===== config.mk =====
export PLATFORM = sky130hd
export DESIGN_NAME = if_stage
export DESIGN_NICKNAME = d
export VERILOG_FILES = /design/src/rtl/if_stage.sv
export SDC_FILE = /design/constraint.sdc
export NUM_CORES = 1
export LEC_CHECK = 0
export CORE_UTILIZATION = 47
export CTS_CLUSTER_DIAMETER = 150
export DETAILED_ROUTE_END_ITERATION = 6
export GPL_TIMING_DRIVEN = 0
export PLACE_DENSITY_LB_ADDON = 0.12
export SETUP_SLACK_MARGIN = 0.4
export SYNTH_ARGS = -nofsm -noshare
export SYNTH_HDL_FRONTEND = slang
export SYNTH_SLANG_ARGS = --single-unit

===== constraint.sdc =====
create_clock -name clock -period 4 [get_ports clock]
set_input_delay 0.4 -clock clock [delete_from_list [all_inputs] [get_ports clock]]
set_output_delay 0.4 -clock clock [all_outputs]
set_load 0.02 [all_outputs]

===== src/rtl/if_stage.sv =====
// ---------------------------------------------------------------------------
// if_stage -- instruction-fetch stage of the 5-stage pipeline.
//
// Owns the program counter, presents it to the instruction memory
// (combinational read) and captures the returned instruction into the IF/ID
// register. Handles idle/exec sequencing, hazard stalls, taken-branch
// redirect with flush, and HALT detection.
//
// Ports:
//   clock          pipeline clock, rising edge
//   rst_n          asynchronous active-low reset
//   enable         run enable; 0 forces idle
//   start          begin execution (sampled only in idle)
//   stall          hold request from the hazard unit
//   branch_taken   redirect request from execute
//   branch_target  redirect address
//   i_datain       instruction returned for i_addr (same cycle)
//   i_addr         instruction memory address (= pc)
//   id_ir          IF/ID instruction register
//   id_pc          address of the instruction held in id_ir
//   halted         HALT fetched; fetch frozen
//   state          1'b0 = idle, 1'b1 = exec
//   fetch_count    instructions accepted into id_ir (bubbles excluded)
// ---------------------------------------------------------------------------
module if_stage #(
    parameter int                     PC_WIDTH    = 8,
    parameter int                     INSTR_WIDTH = 16,
    parameter logic [PC_WIDTH-1:0]    RESET_PC    = 8'h00,
    parameter logic [INSTR_WIDTH-1:0] NOP_INSTR   = 16'h0000,
    parameter logic [4:0]             HALT_OP     = 5'b00001
) (
    input  logic                   clock,
    input  logic                   rst_n,
    input  logic                   enable,
    input  logic                   start,
    input  logic                   stall,
    input  logic                   branch_taken,
    input  logic [PC_WIDTH-1:0]    branch_target,
    input  logic [INSTR_WIDTH-1:0] i_datain,
    output logic [PC_WIDTH-1:0]    i_addr,
    output logic [INSTR_WIDTH-1:0] id_ir,
    output logic [PC_WIDTH-1:0]    id_pc,
    output logic                   halted,
    output logic                   state,
    output logic [15:0]            fetch_count
);

    localparam logic [0:0] ST_IDLE = 1'b0;
    localparam logic [0:0] ST_EXEC = 1'b1;

    logic [0:0]             state_q, state_d;
    logic [PC_WIDTH-1:0]    pc_q, pc_d;
    logic [INSTR_WIDTH-1:0] id_ir_q, id_ir_d;
    logic [PC_WIDTH-1:0]    id_pc_q, id_pc_d;
    logic                   halted_q, halted_d;
    logic [15:0]            fetch_count_q, fetch_count_d;

    always_comb begin
        // NOTE: every _d gets a hold default first so no path can infer a latch.
        state_d       = state_q;
        pc_d          = pc_q;
        id_ir_d       = id_ir_q;
        id_pc_d       = id_pc_q;
        halted_d      = halted_q;
        fetch_count_d = fetch_count_q;

        // Next-state decision: enable low always wins and lands in idle.
        if (!enable) begin
            state_d = ST_IDLE;
        end else if (state_q == ST_IDLE && start) begin
            state_d = ST_EXEC;
        end

        if (state_q == ST_IDLE || state_d == ST_IDLE) begin
            // Idle, and the edge that enters or leaves idle, parks the front
            // end at RESET_PC with a bubble; the first fetch happens one edge
            // after entering exec. fetch_count is a lifetime counter and holds.
            pc_d     = RESET_PC;
            id_ir_d  = NOP_INSTR;
            id_pc_d  = '0;
            halted_d = 1'b0;
        end else if (branch_taken) begin
            // Branch beats stall and any HALT fetched down the wrong path.
            pc_d     = branch_target;
            id_ir_d  = NOP_INSTR;
            halted_d = 1'b0;
        end else if (stall) begin
            // Everything holds (defaults).
        end else if (halted_q) begin
            id_ir_d = NOP_INSTR;
        end else begin
            id_ir_d       = i_datain;
            id_pc_d       = pc_q;
            fetch_count_d = fetch_count_q + 16'd1;
            if (i_datain[INSTR_WIDTH-1 -: 5] == HALT_OP) begin
                halted_d = 1'b1;
            end else begin
                pc_d = pc_q + 1'b1;   // wraps modulo 2^PC_WIDTH
            end
        end
    end

    always_ff @(posedge clock or negedge rst_n) begin
        if (!rst_n) begin
            state_q       <= ST_IDLE;
            pc_q          <= RESET_PC;
            id_ir_q       <= NOP_INSTR;
            id_pc_q       <= '0;
            halted_q      <= 1'b0;
            fetch_count_q <= '0;
        end else begin
            // NOTE: sequential state uses non-blocking assignment only.
            state_q       <= state_d;
            pc_q          <= pc_d;
            id_ir_q       <= id_ir_d;
            id_pc_q       <= id_pc_d;
            halted_q      <= halted_d;
            fetch_count_q <= fetch_count_d;
        end
    end

    assign i_addr      = pc_q;
    assign id_ir       = id_ir_q;
    assign id_pc       = id_pc_q;
    assign halted      = halted_q;
    assign state       = state_q;
    assign fetch_count = fetch_count_q;

endmodule


==> reports/results.tsv, run 1 <==
stage	metric	value	unit
status	outcome	complete, no violations	
yosys	synth_compound_area_share	17.7	%
clock_network	max-clock-path-buffers	2	
worst_setup_path	r2r_cells	4	
floorplanning	ios	80	
global_route	overflow	0	
worst_setup_path	r2r-end	id_pc[4]$_DFFE_PN0P_	
clock_network	post-cts-setup-buffer-count	0	
timing	hold_violations	0	
timing	setup_tns	0	ns
clock_network	cts-resized-gates	0	
drt	wl_per_cell	15.7	um
final_layout	drive_gt1_share	8.71	%
global_route	antenna_found_initial	0	
worst_setup_path	cp-startpoint	branch_taken	
drt	via_count	1743	
worst_setup_path	worstPathRequired	4.24	ns
final_layout	final_util	71.0	%
yosys	async_reset_ff_share	100	%
floorplanning	fp-row-count	24	
clock_network	cts_hold_buf	0	
timing	fmax	500	MHz
final_layout	n_antenna_cell	0	
yosys	synth_seq_area_share	58.2	%
yosys	synth_cells	176	
yosys	synthMuxAreaShare	0.524	%
global_route	grt_pass1_wl	8370	um
power	p_leak	0.00136	uW
final_layout	fin_nets	295	
yosys	yosys.area_share.xor_xnor	6.92	%
worst_setup_path	cp_data_arrival_time	2.24	ns
worst_setup_path	worst_setup_path_end_kind	flip-flop	
yosys	synth_top_area_share	58.2	%
timing	setup-violations-final	0	
worst_setup_path	r2r_setup_slack	2.25	ns
worst_setup_path	critical_path_class	in -> reg	
global_route	grt_pass1_vias	1678	
yosys	synth-warning-count	0	
place	port-buffer-count	79	
drt	drt_pass1_iterations	4	
yosys	synth_common_cells	dfrtp_1, a22o_1, nand2_1	
power	ir_drop	168	uV
final_layout	fillers	333	
yosys	syn_avg_cell_area	12.2	sq um
yosys	ys_ff_latch	50	
floorplanning	start_util	49.1	%
drt	dr.first_iter.drc_count	87	
worst_setup_path	crit_path_max_fanout	10	
yosys	synthAdderAreaFrac	1.16	%
yosys	synth.most_common_cell	dfrtp_1	
min_path	hold_class	in -> async	
timing	finClkSkew	0.00614	ns
timing	timing.final.crit_share	50.0	%
yosys	synth_enable_flop_cells	0	
final_layout	syn2layout_area_growth	44.7	%
clock_network	htree_levels	2	
yosys	syn-cell-area	2150	sq um
global_route	track_usage	22.0	%
clock_network	cts_sinks	50	
clock_network	root_buffer	clkbuf_8	
floorplanning	die_height	69.6	um
yosys	yosys.cell_types.count	38	
yosys	yosys.area_share.simple	13.7	%
place	place.gp.congestion	0.740	
drt	viasPerCell	5.52	
floorplanning	core_area	4380	sq um
drt	drc	0	
yosys	synth_flop_cell	dfrtp_1	
timing	rsz0062_at_grt	no	
floorplanning	die_x	69.6	um
power	powerDensity	322	nW/um^2
worst_setup_path	worstReg2RegStart	halted$_DFFE_PN0P_	
clock_network	cts_buffers	5	
timing	slew_headroom	50.6	%
yosys	synth_top_family_by_area	compound AO/OA/AOI/OAI gates	
yosys	synth_nets	208	
floorplanning	dieArea	4850	sq um
yosys	yosysTopAreaCell	dfrtp_1	
timing	drv_slew	0	
drt	ant_nets	0	
clock_network	clk_pin_slew	0.09	ns
worst_setup_path	crit_path_start_kind	primary input	
drt	wl	4980	um
job	cap_violations	0	
yosys	synth.area.top_cells	dfrtp_1, a22o_1, xnor2_1	
clock_network	cts_tree	yes	
global_route	grt_start_max_net_pins	36	
timing	worst_pin_slew	0.741	ns
place	dp_hpwl	3740	um
clock_network	insertion_delay	0.30	ns
timing	min_period	2.00	ns
power breakdown:
part	switching, uW	leakage, uW	internal (uW)	total, uW
sequential	22.5	0.000684	525	547
combinational	75.7	0.000626	81.3	157
clock	157	0.0000482	140	297
how the worst max path moves through the flow:
stage	to	cells after the start	slack (ns)
final	id_ir[8]$_DFFE_PN0P_	6	2.00
after global routing	id_ir[8]$_DFFE_PN0P_	6	1.77
after CTS	id_pc[6]$_DFFE_PN0P_	5	1.97
after detailed placement	id_ir[8]$_DFFE_PN0P_	6	1.67
after global placement	id_pc[4]$_DFFE_PN0P_	1	1.13
after floorplan	fetch_count[11]$_DFFE_PN0P_	4	2.32
worst max-delay path, stage by stage:
cell             delay (ns)
clkdlybuf4s50_1        0.50
inv_1                  0.23
and3_1                 0.20
clkbuf_1               0.28
clkbuf_1               0.40
a22o_1                 0.23
flip-flops by register name (all words and copies together), names as in the netlist:
signal / count
i_addr: 8
state: 1
fetch_count: 16
halted: 1
id_ir: 16
id_pc: 8
cell type report:
type                       count  area [sq um]  area share, %
clock inverter                 1          5.00          0.161
inverter                       3          11.3          0.362
multi-input combinational    117           860           27.6
tap                           52          65.1           2.09
clock buffer                   7          86.3           2.77
buffer                         6          28.8          0.924
timing repair buffer          80           806           25.9
sequential                    50          1250           40.2
cells by family (layout without fill, tap and decap cells):
kind of cell / count (synthesis) / after routing
AOI/OAI and AO/OA: 49 / 49
xor gates and xnor gates: 17 / 17
adders and majority gates: 2 / 2
buffers and inverters: 9 / 97
DFF: 50 / 50
muxes: 1 / 1
and+or+nand+nor: 48 / 48
metrics by stage:
step                      hold WS [ns]  cells  worst slack [ns]  cell area [sq um]  power [uW]
after floorplan                  0.104    176              2.32               2150         619
after global placement           0.460    307              1.13               3010         712
after detailed placement         0.345    308              1.67               3020         717
after CTS                       0.0157    316              1.97               3110        1010
after global routing            0.0229    316              1.77               3110        1050
final                           0.0163    316              2.00               3110        1000
cell usage in the layout (no fill, tap or decap), types with 5 or more instances in the layout:
cell type	synthesis	final
nand2_1	11	11
o21ai_0	9	9
a22o_1	24	24
clkbuf_8	0	6
xnor2_1	10	10
a31oi_1	5	5
clkdlybuf4s50_1	0	78
nand3_1	7	7
dfrtp_1	50	50
nor2_1	5	5
nand4_1	5	5
xor2_1	7	7
layer usage:
layer  part of all wire (%)  GRT usage, %  wire (um)  up-vias
met5                      0             0          0        -
met4                    1.5          6.67         76        0
met3                    5.2          5.52        261        8
met2                     47          34.4       2330       64
met1                     46          30.5       2300      843
li1                       -             -          -      828
Power figures use the tool's default switching activity.
==> run 2, diff against run 1 <==
--- a/config.mk
+++ b/config.mk
@@ -5,7 +5,7 @@
 export SDC_FILE = /design/constraint.sdc
 export NUM_CORES = 1
 export LEC_CHECK = 0
-export CORE_UTILIZATION = 47
+export CORE_UTILIZATION = 40
 export CTS_CLUSTER_DIAMETER = 150
 export DETAILED_ROUTE_END_ITERATION = 6
 export GPL_TIMING_DRIVEN = 0
==> constraint.sdc (replaced) <==
create_clock -name clock -period 1.66 [get_ports clock]
set_input_delay 0.166 -clock clock [delete_from_list [all_inputs] [get_ports clock]]
set_output_delay 0.166 -clock clock [all_outputs]
set_load 0.02 [all_outputs]
==> reports/results.tsv, run 2 (synthesis results as in run 1) <==
stage	metric	value	unit
status	outcome	complete, no violations	
final_layout	syn2layout_area_growth	67.2	%
clock_network	cts_buffers	5	
worst_setup_path	crit_family	simple AND/OR/NAND/NOR gates	
global_route	track_usage	21.9	%
place	port-buffer-count	79	
drt	ant_nets	0	
power	ir_drop	588	uV
power	p_sw	688	uW
power	seq_power_share	50.3	%
final_layout	final_util	70.0	%
place	post_dp_cell_area	3110	sq um
worst_setup_path	path_buf_inv	1	
worst_setup_path	worstPathRequired	1.86	ns
job	cap_violations	0	
worst_setup_path	critical_path_class	reg -> reg	
worst_setup_path	r2r_cells	5	
power	p_sw_share	25.9	%
drt	via_count	1971	
power	p_int	1970	uW
global_route	antenna_found_initial	0	
min_path	hold_class	in -> reg	
final_layout	layout_common_cells	dfrtp_1, dlygate4sd2_1, a22o_1, buf_6, clkdlybuf4s50_1	
power	p_leak	0.00180	uW
worst_setup_path	crit_path_start_kind	flip-flop	
timing	fmax	626	MHz
floorplanning	die_height	75.3	um
min_path	holdPathStages	2	
worst_setup_path	r2r-end	fetch_count[15]$_DFFE_PN0P_	
drt	drt_pass1_iterations	4	
clock_network	htree_levels	2	
place	place.gp.congestion	0.746	
worst_setup_path	cp_data_arrival_time	1.80	ns
worst_setup_path	crit_path_max_fanout	6	
timing	setup_slack	0.0624	ns
drt	dr.first_iter.drc_count	62	
timing	slew_headroom	50.2	%
floorplanning	dieArea	5670	sq um
floorplanning	ios	80	
final_layout	fin_cells	373	
place	dp.cells	326	
worst_setup_path	crit_path_cell_trace	or3_4, nor4_4, buf_6, nand4_1, xnor2_1	
timing	rsz0062_at_grt	yes	
timing	min_period	1.60	ns
final_layout	n_antenna_cell	0	
worst_setup_path	worst-path-stages	5	
final_layout	drive_gt1_share	36.3	%
floorplanning	start_util	41.8	%
timing	worst_pin_slew	0.747	ns
clock_network	cts_tree	yes	
floorplanning	die_x	75.3	um
global_route	grt_start_max_net_pins	40	
timing	finClkSkew	0.00844	ns
worst_setup_path	slowest_delay	0.43	ns
timing	drv_slew	0	
global_route	grt_pass1_wl	9070	um
global_route	grt_pass1_vias	1855	
timing	hold_violations	0	
drt	drc	0	
drt	wl	6040	um
clock_network	cts_sinks	50	
worst_setup_path	worst_setup_path_end_kind	flip-flop	
worst_setup_path	r2r_setup_slack	0.06	ns
worst_setup_path	cp-endpoint	fetch_count[15]$_DFFE_PN0P_	
timing	setup-violations-final	0	
power	total_power	2650	uW
power	pwr-share-clk	32.0	%
drt	wl_per_cell	16.2	um
global_route	overflow	0	
clock_network	max-clock-path-buffers	2	
final_layout	final_area	3600	sq um
place	dp_hpwl	3730	um
worst_setup_path	cp-startpoint	halted$_DFFE_PN0P_	
clock_network	clk_pin_slew	0.09	ns
floorplanning	fp-row-count	26	
drt	viasPerCell	5.28	
clock_network	insertion_delay	0.30	ns
worst_setup_path	crit_path_top_delay_cell	dfrtp_2	
place	place_ws	-0.311	ns
floorplanning	core_area	5140	sq um
worst_setup_path	worstReg2RegStart	halted$_DFFE_PN0P_	
final_layout	mostFrequentLayoutCell	dfrtp_1	
timing	timing.final.crit_share	96.2	%
clock_network	root_buffer	clkbuf_8	
power	powerDensity	738	nW/um^2
final_layout	fin_nets	334	
power	power_frac_comb	17.7	%
-- run 2: cell types whose count changed in the layout (fill, tap and decap cells not counted), sizes merged --
cell / change
buf: +43
clkinvlp: +1
bufinv: +1
clkinv: -1
dlygate4sd2: +32
clkbuf: +15
clkdlybuf4s50: -56
dlygate4sd3: +1
clkdlybuf4s15: +3
-- run 2: cell type report --
type                    count  area (sq um)
fillers                   405          1540
flip-flops and latches     50          1260
repair buffers            119          1050
multi-input cells         117          1010
well taps                  70          87.6
clock buffers               6          72.6
plain buffers               6          70.1
clock inverters             2          37.5
inverters                   3          11.3
-- run 2: timing repair --
action,4_1_cts,5_1_grt
gates resized for setup,109,52
endpoints found under the setup margin,98,67
pin swaps,23,16
hold buffers,1,0
buffers inserted,26,9
hold endpoints to repair,11,0
gates cloned,3,0
-- run 2: worst min-delay path by stage --
stage | startpoint | end
2_1_floorplan | rst_n | fetch_count[0]$_DFFE_PN0P_
3_3_place_gp | fetch_count[15]$_DFFE_PN0P_ | fetch_count[15]$_DFFE_PN0P_
3_5_place_dp | rst_n | fetch_count[8]$_DFFE_PN0P_
4_1_cts | i_datain[12] | id_ir[12]$_DFFE_PN0P_
5_1_grt | i_datain[15] | id_ir[15]$_DFFE_PN0P_
6_report | i_datain[12] | id_ir[12]$_DFFE_PN0P_
-- run 2: metal layers --
metal,GRT usage [%],share of wire (%),vias to the layer above
met2,37.3,51,54
met5,0,0,-
met4,6.79,1.5,0
met3,5.03,4.9,10
met1,27.8,42,998
li1,-,-,909
-- run 2: metrics by stage --
stage / hold slack (ns) / TNS, ns
floorplan: -0.130 / 0
global placement: 0.460 / -61.11
detailed placement: 0.0681 / -9.67
CTS: 0.0957 / 0
global route: 0.105 / 0
finish: 0.105 / 0
-- run 2: worst reg2reg max path: cells and delay by family, from the launching register on --
family | cells | cell delay, ns
DFF | 1 | 0.43
buffers and inverters | 1 | 0.16
xor gates and xnor gates | 1 | 0.14
and+or+nand+nor | 3 | 0.76
-- run 2: power by group through the flow --
stage	combinational, uW	clock [uW]	sequential [uW]
5_1_grt	518	906	1340
3_5_place_dp	394	0	1350
2_1_floorplan	103	0	1400
4_1_cts	469	874	1330
3_3_place_gp	381	0	1350
6_report	469	850	1340
